[src/rtl/seq_divider_32.sv]
// Sequential restoring divider, signed or unsigned, one quotient bit per cycle.
// Latency: done pulses WIDTH+1 edges after the sampling edge; 1 edge for divide-by-zero.
// Backpressure: start is sampled only when not busy; start during RUN is ignored.
module seq_divider_32 #(
    parameter int WIDTH = 32
) (
    input  logic             clk,
    input  logic             rst_n,
    input  logic             start,
    input  logic             signed_op,
    input  logic [WIDTH-1:0] dividend,
    input  logic [WIDTH-1:0] divisor,
    output logic             busy,
    output logic             done,
    output logic [WIDTH-1:0] quotient,
    output logic [WIDTH-1:0] remainder,
    output logic             div_by_zero
);

    localparam int CW = $clog2(WIDTH + 1);

    typedef enum logic [1:0] {
        IDLE = 2'd0,
        RUN  = 2'd1,
        DONE = 2'd2
    } state_t;

    state_t           state_q;
    logic [CW-1:0]    cnt_q;
    // Partial remainder stays strictly below the divisor, so WIDTH bits suffice between steps.
    logic [WIDTH-1:0] rem_q;
    // Holds the dividend magnitude initially; quotient bits shift in from the right.
    logic [WIDTH-1:0] quo_q;
    logic [WIDTH-1:0] dvs_q;
    logic             q_neg_q;
    logic             r_neg_q;
    logic             busy_q;
    logic             done_q;
    logic             dbz_q;
    logic [WIDTH-1:0] quotient_q;
    logic [WIDTH-1:0] remainder_q;

    logic             a_neg;
    logic             b_neg;
    logic [WIDTH-1:0] a_mag;
    logic [WIDTH-1:0] b_mag;
    logic [WIDTH:0]   rem_shift;
    logic [WIDTH:0]   trial;
    logic [WIDTH-1:0] rem_d;
    logic [WIDTH-1:0] quo_d;
    logic [WIDTH-1:0] quo_fix;
    logic [WIDTH-1:0] rem_fix;

    // Operand signs and magnitudes; in unsigned mode the operands pass through untouched.
    always_comb begin
        a_neg = signed_op & dividend[WIDTH-1];
        b_neg = signed_op & divisor[WIDTH-1];
        a_mag = a_neg ? (~dividend + WIDTH'(1)) : dividend;
        b_mag = b_neg ? (~divisor + WIDTH'(1)) : divisor;
    end

    // One restoring step plus the final sign fix-up applied on the completing edge.
    always_comb begin
        rem_shift = {rem_q, quo_q[WIDTH-1]};
        trial     = rem_shift - {1'b0, dvs_q};
        if (trial[WIDTH]) begin
            rem_d = rem_shift[WIDTH-1:0];
            quo_d = {quo_q[WIDTH-2:0], 1'b0};
        end else begin
            rem_d = trial[WIDTH-1:0];
            quo_d = {quo_q[WIDTH-2:0], 1'b1};
        end
        quo_fix = q_neg_q ? (~quo_d + WIDTH'(1)) : quo_d;
        rem_fix = r_neg_q ? (~rem_d + WIDTH'(1)) : rem_d;
    end

    // Control FSM with datapath and registered outputs; done trails the DONE state by one edge.
    always_ff @(posedge clk or negedge rst_n) begin
        if (!rst_n) begin
            state_q     <= IDLE;
            cnt_q       <= '0;
            rem_q       <= '0;
            quo_q       <= '0;
            dvs_q       <= '0;
            q_neg_q     <= 1'b0;
            r_neg_q     <= 1'b0;
            busy_q      <= 1'b0;
            done_q      <= 1'b0;
            dbz_q       <= 1'b0;
            quotient_q  <= '0;
            remainder_q <= '0;
        end else begin
            done_q <= (state_q == DONE);
            case (state_q)
                IDLE, DONE: begin
                    if (start) begin
                        if (divisor == '0) begin
                            // No iterations needed: publish the fixed divide-by-zero result now.
                            quotient_q  <= '1;
                            remainder_q <= dividend;
                            dbz_q       <= 1'b1;
                            busy_q      <= 1'b0;
                            state_q     <= DONE;
                        end else begin
                            rem_q   <= '0;
                            quo_q   <= a_mag;
                            dvs_q   <= b_mag;
                            q_neg_q <= a_neg ^ b_neg;
                            r_neg_q <= a_neg;
                            cnt_q   <= CW'(WIDTH);
                            busy_q  <= 1'b1;
                            state_q <= RUN;
                        end
                    end else begin
                        busy_q  <= 1'b0;
                        state_q <= IDLE;
                    end
                end
                RUN: begin
                    rem_q <= rem_d;
                    quo_q <= quo_d;
                    cnt_q <= cnt_q - CW'(1);
                    if (cnt_q == CW'(1)) begin
                        // Last step: results become visible only here, never mid-run.
                        quotient_q  <= quo_fix;
                        remainder_q <= rem_fix;
                        dbz_q       <= 1'b0;
                        busy_q      <= 1'b0;
                        state_q     <= DONE;
                    end
                end
                default: begin
                    busy_q  <= 1'b0;
                    state_q <= IDLE;
                end
            endcase
        end
    end

    assign busy        = busy_q;
    assign done        = done_q;
    assign quotient    = quotient_q;
    assign remainder   = remainder_q;
    assign div_by_zero = dbz_q;

endmodule

[config.mk]
export PLATFORM = sky130hd
export DESIGN_NAME = seq_divider_32
export DESIGN_NICKNAME = d
export VERILOG_FILES = /design/src/rtl/seq_divider_32.sv
export SDC_FILE = /design/constraint.sdc
export NUM_CORES = 1
export LEC_CHECK = 0
export ABC_AREA = 1
export CAP_MARGIN = 15
export CORE_MARGIN = 2
export CORE_UTILIZATION = 53
export DETAILED_ROUTE_END_ITERATION = 10
export PLACE_DENSITY_LB_ADDON = 0.3
export SLEW_MARGIN = 40
export SYNTH_ARGS = -nofsm -noshare
export SYNTH_HDL_FRONTEND = slang
export SYNTH_SLANG_ARGS = --single-unit
[constraint.sdc]
create_clock -name clk -period 4.21 [get_ports clk]
set_clock_uncertainty 0.15 [all_clocks]
set_input_delay 0.6315 -clock clk [delete_from_list [all_inputs] [get_ports clk]]
set_output_delay 0.6315 -clock clk [all_outputs]
set_load 0.01 [all_outputs]
==> out/qor.yml, run 1 <==
drive_above_1_share: 0.0834
numCtsBuffers: 17
startpoint_type: "register"
clk_latency_ps: 440
leakage_nw: 8.01
cp_slowest_stage_delay_ps: 380
yosysSeqAreaShare: 0.322
synth.area.top_cells: "dfrtp_1 (32%), nand2_1 (18%), inv_1 (7.8%)"
rr_startpoint: "quo_q[31]$_DFFE_PN0P_"
synth_cell_types: 56
num_antenna_cells: 0
clock_path_buffers: 2
overflow: 0
grt_start_max_net_pins: 96
initial_core_util: 0.535
hold_path_class: "in -> async"
worst_ep_required_time_ps: 4430
clk_pin_slew_ps: 80
htree_levels: 4
cp-end-kind: "register"
synth_top_area_share: 0.322
cts_tree: "built"
post_drt_wl_per_cell_um: 17.2
pre_cts_slack_ps: -41.7
synth_nets: 2183
place.gp.congestion: 0.958
rsz0062_at_grt: "true"
design.core.area_mm2: 0.0250
setup_ws_ps: 212
cts-root-buf: "clkbuf_16"
dr.first_iter.drc_count: 1298
avgSynthCellArea_um2: 6.44
status: "finished clean"
netlist_instances: 2076
r2r_slack_ps: 210
dp.final_hpwl_um: 33200
nNetsFinal: 2313
post-route-period-util: 0.950
grt_pass1_vias: 13500
tightest_slew_ps: 764
cts.sinks: 172
reg2regPathDepth: 27
routed_wl_um: 43800
synth_seq_cells: 172
critPathMaxFanout: 4
fin_crit_ps: 4000
io_buffers: 134
grt_antenna_before_repair: 1
relSlewSlack: 0.491
num_vias: 14400
max_cap_viol_count: 0
drt_first_pass_iters: 6
slowest_stage: "dfrtp_1"
finalSetupViolations: 0
grt_pass1_wl_um: 69800
worstPathArrival_ps: 4220
total_power_mw: 10.7
syn_to_final_growth_pct: 20.2
die-area_mm2: 0.0265
yosysWarnings: 0
fmax_mhz: 250
slew_viol_final: 0
die_h_um: 163
grt_usage: 0.334
route.detailed.drc: 0
hold_viol: 0
die_width_um: 163
vdd_drop_max_mv: 0.534
power.density_mw_per_mm2: 669
r2r-end: "quotient[26]$_DFFE_PN0P_"
io_pins: 135
yosysTopAreaCell: "dfrtp_1"
detail_route.vias_per_cell: 5.66
synthesis.area_mm2: 0.0134
critical_path_class: "reg -> reg"
rows: 58
ant_nets: 0
per-stage QoR:
| stage | hold WS (ps) | utilization | cells | instance area, um^2 | setup TNS, ps |
|---|---|---|---|---|---|
| final | 24.4 | 0.643 | 2549 | 16100 | 0 |
| after global routing | 98.3 | 0.643 | 2549 | 16100 | -169 |
| after CTS | 92.9 | 0.634 | 2542 | 15800 | 0 |
| after detailed placement | 313 | 0.609 | 2509 | 15200 | -41.7 |
| after global placement | 311 | 0.609 | 2509 | 15200 | 0 |
| after floorplan | 186 | - | 2076 | 13400 | 0 |
critical path: cells and delay by family, from the launching register on:
family                   cells  cell delay [ps]
flip-flops                   1              380
AO/OA/AOI/OAI                2              240
buffers and inverters        5              310
adder cells (fa/ha/maj)      3              670
AND/OR/NAND/NOR             17             2180
report_power, final:
part / switching [mW] / leakage (nW) / total, mW / internal [mW]
clock network: 0.824 / 0.289 / 1.62 / 0.800
logic: 4.49 / 5.53 / 6.73 / 2.24
registers: 0.373 / 2.19 / 2.38 / 2.01
total: 5.69 / 8.01 / 10.7 / 5.05
how the worst max path moves through the flow:
stage,from,to,slack (ps)
final,quo_q[31]$_DFFE_PN0P_,quotient[26]$_DFFE_PN0P_,210
after global routing,quo_q[31]$_DFFE_PN0P_,quotient[30]$_DFFE_PN0P_,-70
after CTS,quo_q[31]$_DFFE_PN0P_,quotient[26]$_DFFE_PN0P_,30
after detailed placement,quo_q[31]$_DFFE_PN0P_,quotient[26]$_DFFE_PN0P_,-40
after global placement,quo_q[31]$_DFFE_PN0P_,quotient[26]$_DFFE_PN0P_,110
after floorplan,quo_q[31]$_DFFE_PN0P_,quotient[26]$_DFFE_PN0P_,70
routing by layer:
metal,global-route usage,routed length (um),vias up
met5,0,0,-
li1,-,-,6973
met1,0.471,19400,6728
met4,0.106,1220,0
met2,0.537,19900,630
met3,0.0418,3310,89
sequential cells by signal, indices dropped and copies added (netlist names):
signal       cells
state_q          2
quotient        32
dvs_q           32
remainder       32
rem_q           32
q_neg_q          1
quo_q           32
cnt_q            6
r_neg_q          1
done             1
div_by_zero      1
kinds of logic after synthesis:
kind of cell,count (synthesis),share of synthesized area
AO/OA/AOI/OAI,323,0.139
flip-flops,172,0.322
AND/OR/NAND/NOR,1130,0.362
buffers and inverters,360,0.106
XOR/XNOR,52,0.0341
adder cells (fa/ha/maj),39,0.0371
cell type report:
| type | count | area, um^2 |
|---|---|---|
| clock buffer | 17 | 425 |
| multi-input combinational | 1544 | 7830 |
| sequential | 172 | 4300 |
| tap | 330 | 413 |
| inverter | 290 | 1090 |
| timing repair buffer | 181 | 1820 |
| clock inverter | 15 | 176 |
| fill | 2281 | 8900 |
synthesized netlist by cell type, drive strengths merged:
master / n
o21bai: 4
clkinv: 4
nand3b: 7
a22oi: 5
ha: 38
and2: 2
o21a: 1
o22ai: 15
or3: 2
o2111ai: 1
a2bb2oi: 1
nand2: 676
o311ai: 2
a211oi: 1
o21ai: 174
nor3b: 1
nor2: 208
or2: 10
a21oi: 57
nor4: 15
a41oi: 4
and3: 2
buf: 19
o211ai: 17
nor3: 36
o31ai: 8
inv: 286
nand3: 141
a31oi: 23
xor2: 34
a21o: 1
nand4: 30
xnor2: 18
clkbuf: 51
dfrtp: 172
o221ai: 9
fa: 1
timing repair:
item,in CTS,in global routing
setup buffers,1,7
pin swaps,2,13
setup endpoints to repair,1,23
hold buffers,0,0
endpoints found under the hold margin,0,0
gates resized for setup,3,36
placed cells by master, fill, tap and decap left out, types with 30 or more instances in the layout:
cell             netlist  final
inv_1                277    272
nand4_1               30     30
o21ai_0              147    147
clkdlybuf4s50_1        0    133
nor2_1               196    190
xor2_1                34     34
nor3_1                36     32
dfrtp_1              172    172
a21oi_1               55     54
nand2_1              647    644
nand3_1              136    134
buf_4                  2     36
No activity file was read; power rests on OpenSTA's default activity.
==> run 2: changes to the inputs <==
- CAP_MARGIN: 15 -> 5
- HOLD_SLACK_MARGIN: default -> 0.1
==> out/qor.yml, run 2 (synthesis gave the netlist of run 1 again) <==
design.core.area_mm2: 0.0250  # unchanged
initial_core_util: 0.535  # unchanged
cts_tree: "built"
cp-end-kind: "register"
clk_latency_ps: 440  # about the same
num_vias: 14500  # +0.36%
route.detailed.drc: 0  # unchanged
io_pins: 135  # unchanged
multi_input_area_mm2: 0.00783  # unchanged
leakage_nw: 8.02  # about the same
rows: 58  # unchanged
critical_path_class: "reg -> reg"
dr.first_iter.drc_count: 1392  # +7.2%
fmax_mhz: 249  # -0.46%
io_buffers: 134  # unchanged
fillCellCount: 2280  # -0.044%
startpoint_type: "register"
grt_start_max_net_pins: 96  # unchanged
slew_viol_final: 0  # unchanged
drt_first_pass_iters: 7  # +1
num_antenna_cells: 0  # unchanged
ant_nets: 0  # unchanged
die_width_um: 163  # unchanged
tns_ps: 0  # unchanged
grt_usage: 0.334  # about the same
stdcell_count: 2550  # +0.039%
routed_wl_um: 43800  # +0.13%
die_h_um: 163  # unchanged
tightest_slew_ps: 765  # +1.23 ps
fin_crit_ps: 4020  # +18.3 ps
layout_common_cells: "nand2_1 (644), inv_1 (272), nor2_1 (190)"
hold_path_class: "reg -> reg"
grt_pass1_wl_um: 69800  # about the same
rsz0062_at_grt: "true"
nNetsFinal: 2314  # +0.043%
syn_to_final_growth_pct: 20.3  # about the same
vdd_drop_max_mv: 0.531  # -0.51%
worst_ep_required_time_ps: 4430  # about the same
clock_path_buffers: 2  # unchanged
hold_viol: 0  # unchanged
htree_levels: 4  # unchanged
clk_pin_slew_ps: 80  # about the same
grt_pass1_vias: 13500  # +0.015%
max_cap_viol_count: 0  # unchanged
post-route-period-util: 0.954  # +0.00435
detail_route.vias_per_cell: 5.68  # +0.32%
seqCellArea_mm2: 0.00430  # unchanged
overflow: 0  # unchanged
dp.cells: 2509  # unchanged
place.gp.congestion: 0.958  # unchanged
die-area_mm2: 0.0265  # unchanged
numCtsBuffers: 17  # unchanged
post_drt_wl_per_cell_um: 17.2  # about the same
finalSetupViolations: 0  # unchanged
dp.final_hpwl_um: 33200  # unchanged
grt_antenna_before_repair: 1  # unchanged
drive_above_1_share: 0.0833  # about the same
cts-root-buf: "clkbuf_16"
power.density_mw_per_mm2: 668  # about the same
critPathMaxFanout: 4  # unchanged
status: "finished clean"
worstPathArrival_ps: 4240  # +20 ps
final_common_cell: "nand2_1"
relSlewSlack: 0.490  # -0.000818
cts.sinks: 172  # unchanged
## run 2: cell count changes in the layout (fill, tap and decap cells not counted), sizes merged
cell | before | now
dlygate4sd3 | 0 | 1
## run 2: what timing repair did
action | 4_1_cts | 5_1_grt
pin swaps | 2 | 13
hold buffers | 1 | 0
endpoints found under the hold margin | 20 | 0
setup endpoints to repair | 1 | 23
gates cloned | 0 | 0
buffers inserted | 1 | 7
gates resized for setup | 3 | 36
## run 2: worst max-delay path: stages (launching register included)
cell and delay [ps]:
dfrtp_1 380, inv_1 60, ha_2 170, inv_2 50
fa_2 370, nand2_2 70, nand2_2 60, nand3_2 90
nand2_2 70, nand2_2 100, nand2_4 60, nand2_4 100
nand3_4 100, nand2_4 110, ha_4 130, inv_2 40
nor3_4 170, inv_2 60, nor3_2 170, nand3_1 130
inv_2 90, nand3_4 80, nor2_4 130, nand4_1 210
nor3_4 230, a21oi_1 110, or2_2 310, a21oi_1 130
## run 2: cell type report
class | instances | area share
multi-input combinational | 1544 | 0.487
sequential | 172 | 0.268
timing repair buffer | 182 | 0.114
inverter | 290 | 0.0677
clock buffer | 17 | 0.0265
tap | 330 | 0.0257
clock inverter | 15 | 0.0110
## run 2: stage by stage
stage	total power [mW]	utilization	hold WS, ps	instance area, um^2	worst slack [ps]
after floorplan	7.02	-	186	13400	69.9
after global placement	8.62	0.609	311	15200	115
after detailed placement	8.72	0.609	313	15200	-41.7
after CTS	10.4	0.635	335	15800	26.1
after global routing	11.6	0.644	348	16100	-73.3
final	10.7	0.644	330	16100	194
## run 2: path summary, 6_finish.rpt
path / from / endpoint / slack (ps) / cells after the start
min in group asynchronous: rst_n / dvs_q[15]$_DFFE_PN0P_ / 610 / 2
hold reg to reg: remainder[6]$_DFFE_PN0P_ / remainder[6]$_DFFE_PN0P_ / 330 / 2
hold / removal: remainder[6]$_DFFE_PN0P_ / remainder[6]$_DFFE_PN0P_ / 330 / 2
max in group asynchronous: rst_n / quo_q[9]$_DFFE_PN0P_ / 2400 / 3
setup reg to reg: quo_q[31]$_DFFE_PN0P_ / quotient[26]$_DFFE_PN0P_ / 190 / 27
setup / recovery: quo_q[31]$_DFFE_PN0P_ / quotient[26]$_DFFE_PN0P_ / 190 / 27
## run 2: routing by layer
| layer | global-route usage | part of all wire | vias up |
|---|---|---|---|
| met3 | 0.0418 | 0.078 | 88 |
| met4 | 0.106 | 0.027 | 0 |
| met5 | 0 | 0 | - |
| met2 | 0.537 | 0.45 | 613 |
| li1 | - | - | 6974 |
| met1 | 0.471 | 0.44 | 6797 |
## run 2: power by group
group	internal, mW	switching [mW]
Sequential	2.01	0.376
Combinational	2.24	4.49
Clock	0.800	0.827
Total	5.05	5.69
==> run 3: changes to the inputs <==
- ABC_CLOCK_PERIOD_IN_PS: default -> 4210
- CORE_MARGIN: 2 -> 8
- CORE_UTILIZATION: 53 -> 40
==> out/qor.yml, run 3 (synthesis gave the netlist of run 1 again) <==
status: "finished clean"
seqCellArea_mm2: 0.00430  # unchanged
tns_ps: 0  # unchanged
worstPathArrival_ps: 4310  # +70 ps
cts.sinks: 172  # unchanged
setup_ws_ps: 105  # -88.2 ps
p_sw_frac: 0.528  # -0.00180
nNetsFinal: 2340  # +1.1%
fillCellCount: 3509  # +54%
stdcell_area_mm2: 0.0164  # +2.2%
dp.cells: 2654  # +5.8%
leakage_nw: 8.15  # +1.6%
critical_path_class: "reg -> reg"
cp_common_cell: "nand2_1"
drive_above_1_share: 0.0953  # +0.0119
clock_path_buffers: 2  # unchanged
fin_crit_ps: 4100  # +88.2 ps
combPwrFrac: 0.630  # +0.004
power.density_mw_per_mm2: 674  # +0.94%
tightest_slew_ps: 707  # -57.6 ps
grt_start_max_net_pins: 80  # -17%
io_pins: 135  # unchanged
grt_pass1_vias: 13600  # +0.75%
hold_depth: 2  # unchanged
initial_core_util: 0.402  # -0.133
grt_pass1_wl_um: 75200  # +7.7%
overflow: 0  # unchanged
layout_common_cells: "nand2_1 (641), inv_1 (272), nor2_1 (189)"
rr_startpoint: "rem_q[6]$_DFFE_PN0P_"
max_cap_viol_count: 0  # unchanged
num_antenna_cells: 0  # unchanged
dp.final_hpwl_um: 37900  # +14%
multi_input_area_mm2: 0.00786  # +0.38%
hold_viol: 0  # unchanged
stdcell_count: 2694  # +5.6%
num_vias: 14400  # -0.53%
die-area_mm2: 0.0395  # +49%
critPathMaxFanout: 4  # unchanged
min_to: "quotient[7]$_DFFE_PN0P_"
vdd_drop_max_mv: 0.366  # -31%
ant_nets: 0  # unchanged
grt_usage: 0.243  # -0.0910
critPathBufInv: 5  # unchanged
cp-end-kind: "register"
finalSetupViolations: 0  # unchanged
cts-root-buf: "clkbuf_16"
die_width_um: 199  # +22%
met2_usage: 0.387  # -0.150
rsz0062_at_grt: "true"
r2r_slack_ps: 110  # -90 ps
grt_util_met1: 0.333  # -0.138
p_int_mw: 5.23  # +3.6%
numCtsBuffers: 17  # unchanged
relSlewSlack: 0.528  # +0.0379
path_depth: 27  # unchanged
pre_cts_slack_ps: 29.0  # +70.7 ps
cp_slowest_stage_delay_ps: 440  # +60 ps
io_buffers: 134  # unchanged
post_drt_wl_per_cell_um: 17.9  # +4.0%
cts_tree: "built"
die_h_um: 199  # +22%
placed_area_mm2: 0.0155  # +2.2%
p_sw_mw: 5.85  # +2.8%
grt_antenna_before_repair: 0  # -1
cp_top_family: "simple AND/OR/NAND/NOR gates"
post-route-period-util: 0.975  # +0.0210
route.detailed.drc: 0  # unchanged
routed_wl_um: 48200  # +9.9%
r2r-end: "quotient[30]$_DFFE_PN0P_"
slew_viol_final: 0  # unchanged
dr.first_iter.drc_count: 1461  # +5.0%
reg2regPathDepth: 27  # unchanged
rows: 67  # +16%
detail_route.vias_per_cell: 5.34  # -5.8%
clk_pin_slew_ps: 70  # about the same
busiest_layer: "met2"
clk_latency_ps: 460  # +20 ps
pwr-share-clk: 0.154  # +0.002
total_power_mw: 11.1  # +3.2%
htree_levels: 4  # unchanged
final_common_cell: "nand2_1"
seqPwrFrac: 0.216  # -0.006
min_from: "quotient[7]$_DFFE_PN0P_"
startpoint_type: "register"
design.core.area_mm2: 0.0332  # +33%
hold_path_class: "reg -> reg"
grt_util_met3: 0.0391  # -0.00268
fmax_mhz: 244  # -2.1%
syn_to_final_growth_pct: 22.9
worst_ep_required_time_ps: 4410  # -20 ps
place.gp.congestion: 0.941  # -1.7%
drt_first_pass_iters: 6  # -1
slowest_stage: "dfrtp_1"
run 3: cell types whose count changed in the layout (fill, tap and decap cells not counted), sizes merged:
cell,before,now
clkbuf,17,19
clkinv,12,5
bufinv,0,2
inv,292,294
buf,48,74
clkinvlp,1,2
run 3: area by class of cell:
class                      instances  area share
timing repair buffer             208       0.121
inverter                         290      0.0663
multi-input combinational       1544       0.479
tap                              448      0.0341
clock buffer                      19      0.0270
sequential                       172       0.262
clock inverter                    13      0.0104
run 3: how the worst max path moves through the flow:
stage / from / endpoint / slack (ps)
final: rem_q[6]$_DFFE_PN0P_ / quotient[30]$_DFFE_PN0P_ / 110
after global routing: quo_q[31]$_DFFE_PN0P_ / quotient[30]$_DFFE_PN0P_ / -160
after CTS: quo_q[31]$_DFFE_PN0P_ / quotient[30]$_DFFE_PN0P_ / 2
after detailed placement: quo_q[31]$_DFFE_PN0P_ / quotient[30]$_DFFE_PN0P_ / 30
after global placement: quo_q[31]$_DFFE_PN0P_ / quotient[30]$_DFFE_PN0P_ / 60
after floorplan: quo_q[31]$_DFFE_PN0P_ / quotient[26]$_DFFE_PN0P_ / 70
run 3: power groups by stage:
stage                     Clock [mW]  Combinational (mW)  Sequential [mW]
after CTS                       1.72                6.73             2.36
after floorplan                    0                4.78             2.25
after detailed placement           0                6.69             2.39
after global placement             0                6.62             2.38
after global routing            1.79                7.79             2.43
final                           1.70                6.98             2.39
run 3: timing repair:
action	CTS	global route
endpoints found under the hold margin	61	0
resized for setup	0	39
hold buffers	1	0
buffers inserted	0	7
endpoints found under the setup margin	0	20
run 3: worst min-delay path: cells and delay by family (launching register included):
family	cells	cell delay, ps
and+or+nand+nor	2	100
DFF	1	340
run 3: per-layer routing:
layer  up-vias  routed length, um
met4         0               1370
met1      6779              21900
met5         -                  0
li1       7019                  -
met2       509              21700
met3        89               3230
run 3: stage by stage:
stage,hold WS [ps],utilization
floorplan,186,-
global placement,312,0.468
detailed placement,316,0.468
CTS,335,0.487
global route,351,0.495
finish,330,0.495
